===== src/rtl/memory_address_pkg.sv =====
// Shared types and default widths for the memory address unit.
package memory_address_pkg;

  localparam int unsigned MAR_ADDR_WIDTH = 4;
  localparam int unsigned MAR_LEN_WIDTH  = MAR_ADDR_WIDTH;

  typedef enum logic [1:0] {
    MAR_IDLE  = 2'd0,
    MAR_BURST = 2'd1,
    MAR_FAULT = 2'd2
  } mar_state_t;

endpackage


===== src/rtl/mar_burst_counter.sv =====
// Remaining-beat down-counter for bursts; last_c flags one beat left.
module mar_burst_counter #(
  parameter int unsigned LEN_WIDTH = memory_address_pkg::MAR_LEN_WIDTH
) (
  input  logic                 i_clock,
  input  logic                 i_reset_n,
  input  logic                 i_load,
  input  logic [LEN_WIDTH-1:0] i_load_value,
  input  logic                 i_decrement,
  output logic                 last_c
);

  logic [LEN_WIDTH-1:0] count;

  // Load takes priority over decrement; reset empties the counter.
  always_ff @(posedge i_clock) begin
    if (!i_reset_n) begin
      count <= '0;
    end else if (i_load) begin
      count <= i_load_value;
    end else if (i_decrement) begin
      count <= count - LEN_WIDTH'(1);
    end
  end

  assign last_c = (count == LEN_WIDTH'(1));

endmodule


===== src/rtl/memory_address_unit.sv =====
// Memory address register with single-step increment and valid/ready bursts.
// Optional limit checking is enabled by defining MAR_LIMIT_CHECK_EN.
module memory_address_unit
  import memory_address_pkg::*;
#(
  parameter int unsigned ADDR_WIDTH = MAR_ADDR_WIDTH,
  parameter int unsigned LEN_WIDTH  = ADDR_WIDTH,
  parameter int unsigned RESET_ADDR = 0
) (
  input  logic                  i_clock,
  input  logic                  i_reset_n,
  input  logic [ADDR_WIDTH-1:0] i_address,
  input  logic                  i_enable_in,
  input  logic                  i_increment,
  input  logic                  i_burst_start,
  input  logic [LEN_WIDTH-1:0]  i_burst_len,
  input  logic                  i_ready,
  input  logic [ADDR_WIDTH-1:0] i_limit,
  output logic [ADDR_WIDTH-1:0] o_address,
  output logic                  o_valid,
  output logic                  o_busy,
  output logic                  o_done,
  output logic                  o_fault
);

  mar_state_t state;
  logic       start_c;
  logic       beat_c;
  logic       last_c;
  logic       start_over_limit_c;
  logic       at_limit_c;

  // Burst request that is not cancelled by a zero length.
  assign start_c = i_burst_start && (i_burst_len != '0);
  assign beat_c  = (state == MAR_BURST) && o_valid && i_ready;

`ifdef MAR_LIMIT_CHECK_EN
  // Limit comparisons against the current and requested start address.
  assign at_limit_c         = (o_address == i_limit);
  assign start_over_limit_c = (i_address > i_limit);
`else
  logic unused_limit;
  assign unused_limit       = ^i_limit;
  assign at_limit_c         = 1'b0;
  assign start_over_limit_c = 1'b0;
`endif

  mar_burst_counter #(
    .LEN_WIDTH(LEN_WIDTH)
  ) u_burst_counter (
    .i_clock     (i_clock),
    .i_reset_n   (i_reset_n),
    .i_load      ((state == MAR_IDLE) && start_c),
    .i_load_value(i_burst_len),
    .i_decrement (beat_c),
    .last_c      (last_c)
  );

  // Address register and control FSM with registered status outputs.
  always_ff @(posedge i_clock) begin
    if (!i_reset_n) begin
      state     <= MAR_IDLE;
      o_address <= ADDR_WIDTH'(RESET_ADDR);
      o_valid   <= 1'b0;
      o_busy    <= 1'b0;
      o_done    <= 1'b0;
      o_fault   <= 1'b0;
    end else begin
      o_done <= 1'b0;
      case (state)
        MAR_IDLE: begin
          if (start_c) begin
            if (start_over_limit_c) begin
              state   <= MAR_FAULT;
              o_busy  <= 1'b1;
              o_fault <= 1'b1;
            end else begin
              state     <= MAR_BURST;
              o_address <= i_address;
              o_valid   <= 1'b1;
              o_busy    <= 1'b1;
            end
          end else if (i_enable_in) begin
            o_address <= i_address;
          end else if (i_increment) begin
            if (at_limit_c) begin
              state   <= MAR_FAULT;
              o_busy  <= 1'b1;
              o_fault <= 1'b1;
            end else begin
              o_address <= o_address + ADDR_WIDTH'(1);
            end
          end
        end
        MAR_BURST: begin
          if (beat_c) begin
            if (at_limit_c && !last_c) begin
              state   <= MAR_FAULT;
              o_valid <= 1'b0;
              o_fault <= 1'b1;
            end else begin
              o_address <= o_address + ADDR_WIDTH'(1);
              if (last_c) begin
                state   <= MAR_IDLE;
                o_valid <= 1'b0;
                o_busy  <= 1'b0;
                o_done  <= 1'b1;
              end
            end
          end
        end
        MAR_FAULT: begin
          if (i_enable_in) begin
            state     <= MAR_IDLE;
            o_address <= i_address;
            o_busy    <= 1'b0;
            o_fault   <= 1'b0;
          end
        end
        default: begin
          state   <= MAR_IDLE;
          o_valid <= 1'b0;
          o_busy  <= 1'b0;
          o_fault <= 1'b0;
        end
      endcase
    end
  end

endmodule

===== config.mk =====
export PLATFORM = sky130hd
export DESIGN_NAME = memory_address_unit
export DESIGN_NICKNAME = d
export VERILOG_FILES = /design/src/rtl/memory_address_pkg.sv /design/src/rtl/mar_burst_counter.sv /design/src/rtl/memory_address_unit.sv
export SDC_FILE = /design/constraint.sdc
export NUM_CORES = 1
export LEC_CHECK = 0
export ABC_AREA = 1
export CORE_MARGIN = 2
export CORE_UTILIZATION = 25
export DETAILED_ROUTE_END_ITERATION = 8
export GPL_TIMING_DRIVEN = 0
export HOLD_SLACK_MARGIN = 0.06
export PLACE_DENSITY = 0.49
export SYNTH_ARGS = -nofsm -noshare
export SYNTH_HDL_FRONTEND = slang
export SYNTH_HIERARCHICAL = 1
export SYNTH_SLANG_ARGS = --single-unit

===== constraint.sdc =====
create_clock -name i_clock -period 1.3 [get_ports i_clock]
set_input_delay 0.13 -clock i_clock [delete_from_list [all_inputs] [get_ports i_clock]]
set_output_delay 0.13 -clock i_clock [all_outputs]
set_load 0.01 [all_outputs]

==> metrics <==
max-slew violation count=0; Routed WL=1468 µm; # hold bufs at CTS=0; critical path startpoint category=flop; unrepaired setup endpoints after global routing=yes; count of cell types in the netlist=22; critical path class=flop to output pin; die height=56.13 µm; fillers=275; Worst-Skew Late Latency=around 0.25 ns; Hold Crit Start=i_address[0]; Diodes inserted=0; area grow syn2layout=40.15%; setup slack, reg-to-reg=0.14 ns; R2R cell count=9; Netlist Area Pre-Place=679.4 µm²; Port Buffers=20; CP max-delay cell=clkdlybuf4s50_1; Yosys reg bits=10; area share of the largest cell type after synthesis=29.47%; Power Total=approximately 0.0008 W; CTS tree=done; Antenna Nets Post-Route=0; vias in the first global route=between 600 and 700; dpl cells=~150; min-delay worst type=primary input to flop; average cell area after synthesis=between 6 and 7 µm²; DRC violations left=0; multi-input logic area=~390 µm²; CP required=between 1 and 1.5 ns; cell taking the most area after synthesis=dfxtp_1; Ys Warns=6; GRT Overall Usage=10.45%; Root Buffer=clkbuf_4; I/O Pins=26; period utilisation layout=93.06%; Worst-path clk slew=0.07 ns; setup violators final=0; non-filler cells, final=154; worst stage delay on the critical path=0.53 ns; Design Area, Final=952.2 µm²; crit end category=output pin; Placement Rows=18; worst-case vdd ir drop=0.4510 mV; drt initial violations=9; Max Freq=a little over 800 MHz; DRT Pass-1 Iters=4; Initial Util=between 20% and 30%; Mapped Nets=120; Crit path buffers/inverters=1; clock skew=0.004109 ns; clock sinks=10; Via density=4.182; leakage power=roughly 0.5 nW; power per cell area=roughly 860 nW/µm²; Nets=147; Die W=56.13 µm; Hold EP=o_address[0]$_SDFFE_PN0P_; DPL Wire Length=1150 µm; drt wl/cell=9.532 µm; first-pass GRT wire length=between 2000 and 3000 µm; htree depth=1; worst reg2reg endpoint=u_burst_counter/count[3]$_SDFFE_PN0P_; global route total overflow=0; CTS Buffer Depth=2; Fin Setup TNS=0 ns; CP max FO=1; share of cells above drive strength 1=20.16%; Placed Area=917.1 µm²; post-synthesis sequential area ratio=29.47%; hold path cells=5; CTS buffer count=3; CP top delay family=buffers and inverters; RR Startpoint=o_busy$_SDFFE_PN0P_; final hold vios=0; gpl congestion=0.7785; core box area=2522 µm²; Vias=roughly 640; largest net degree at the start of global routing=10; minimum clock period=1.210 ns; die area=3151 µm²; crit-path cells=clkdlybuf4s50_1; antenna violations before repair=0; Area contributors post-synth=dfxtp_1 (29%), nand2_1 (10%), inv_1 (8.3%); max cap viols=0; Mapped Cells=99; Reg area=201.4 µm²; Final Util=37.75%; WP data arrival=1.08 ns; outcome=finished, final reports clean
[synth_stat cells]
| cell type | instances |
|---|---|
| a21boi_0 | 1 |
| a21boi_2 | 1 |
| a21oi_1 | 2 |
| a21oi_2 | 1 |
| buf_4 | 2 |
| conb_1 | 1 |
| dfxtp_1 | 10 |
| ha_1 | 3 |
| inv_1 | 15 |
| inv_2 | 4 |
| nand2_1 | 19 |
| nand2_2 | 4 |
| nand2_4 | 2 |
| nand3_1 | 7 |
| nand3_4 | 1 |
| nand4_1 | 5 |
| nor2_1 | 9 |
| nor2_2 | 3 |
| nor3_1 | 2 |
| o211ai_1 | 1 |
| o21ai_1 | 3 |
| xor2_1 | 3 |
[cell type report]
type / instances / area share [%]
inverter: 19 / 7.490
buffer: 2 / 1.577
tap: 30 / 3.942
sequential: 10 / 21.16
timing repair buffer: 22 / 22.21
multi-input combinational: 68 / 41.26
clock buffer: 3 / 2.365
[cells in the final DEF (no fill, tap or decap), types with 2 or more instances in the layout]
cell             count
nand2_1             19
inv_1               14
clkdlybuf4s50_1     14
nor2_1               9
dfxtp_1              9
nand3_1              7
inv_2                5
nand4_1              5
dlygate4sd2_1        5
nand2_2              4
buf_4                4
nor2_2               3
xor2_1               3
o21ai_1              3
ha_1                 3
clkbuf_4             3
nand2_4              2
a21oi_1              2
nor3_1               2
[how the worst max path moves through the flow]
stage,start,endpoint,slack [ns],depth (start not counted)
after floorplan,o_busy$_SDFFE_PN0P_,u_burst_counter/count[1]$_SDFFE_PN0P_,0.13,8
after global placement,i_burst_len[3],u_burst_counter/count[1]$_SDFFE_PN0P_,-0.35,10
after detailed placement,i_burst_len[3],u_burst_counter/count[1]$_SDFFE_PN0P_,-0.32,10
after CTS,i_burst_len[3],u_burst_counter/count[1]$_SDFFE_PN0P_,0.009,10
after global routing,i_burst_len[3],u_burst_counter/count[0]$_SDFFE_PN0P_,-0.009,10
final,o_done$_SDFF_PN0_,o_done,0.09,1
[cell families (layout without fill, tap and decap cells)]
group,count (synthesis),in the layout,share of synthesized area (%)
simple gates,52,52,39.04
buf+inv,21,46,12.71
flops,10,10,29.47
compound gates,9,9,8.840
fa+ha+maj,3,3,5.525
xor+xnor,3,3,3.868
other cells,1,1,0.5520
[flip-flops by register name, indices dropped and copies added, names as in the netlist]
name / flops
o_address: 4
o_busy: 1
o_done: 1
u_burst_counter/count: 4
[power by group]
group	leakage (nW)	internal [W]	switching [W]
sequential	0.0828	0.000334	0.0000242
clock	0.0138	0.000106	0.0000952
combinational	0.397	0.000127	0.000135
[layer usage]
metal  part of all wire, %  track usage, %  vias to the layer above
li1                      -               -                      361
met5                     0               0                        -
met3                   5.4           2.326                        2
met2                    40           15.29                       14
met1                    53           14.29                      267
met4                   1.8           5.102                        0
[stage by stage]
stage,hold slack [ns],setup WS [ns]
floorplan,0.2276,0.1264
CTS,0.5173,0.008817
finish,0.5147,0.09023
detailed placement,0.5419,-0.3232
global route,0.5545,-0.009194
global placement,0.5272,-0.3457
[what timing repair did]
action                                  CTS  global route
setup buffers                             0             2
resized for setup                         7             1
endpoints found under the setup margin    8             5
No activity file was read; power rests on OpenSTA's default activity.
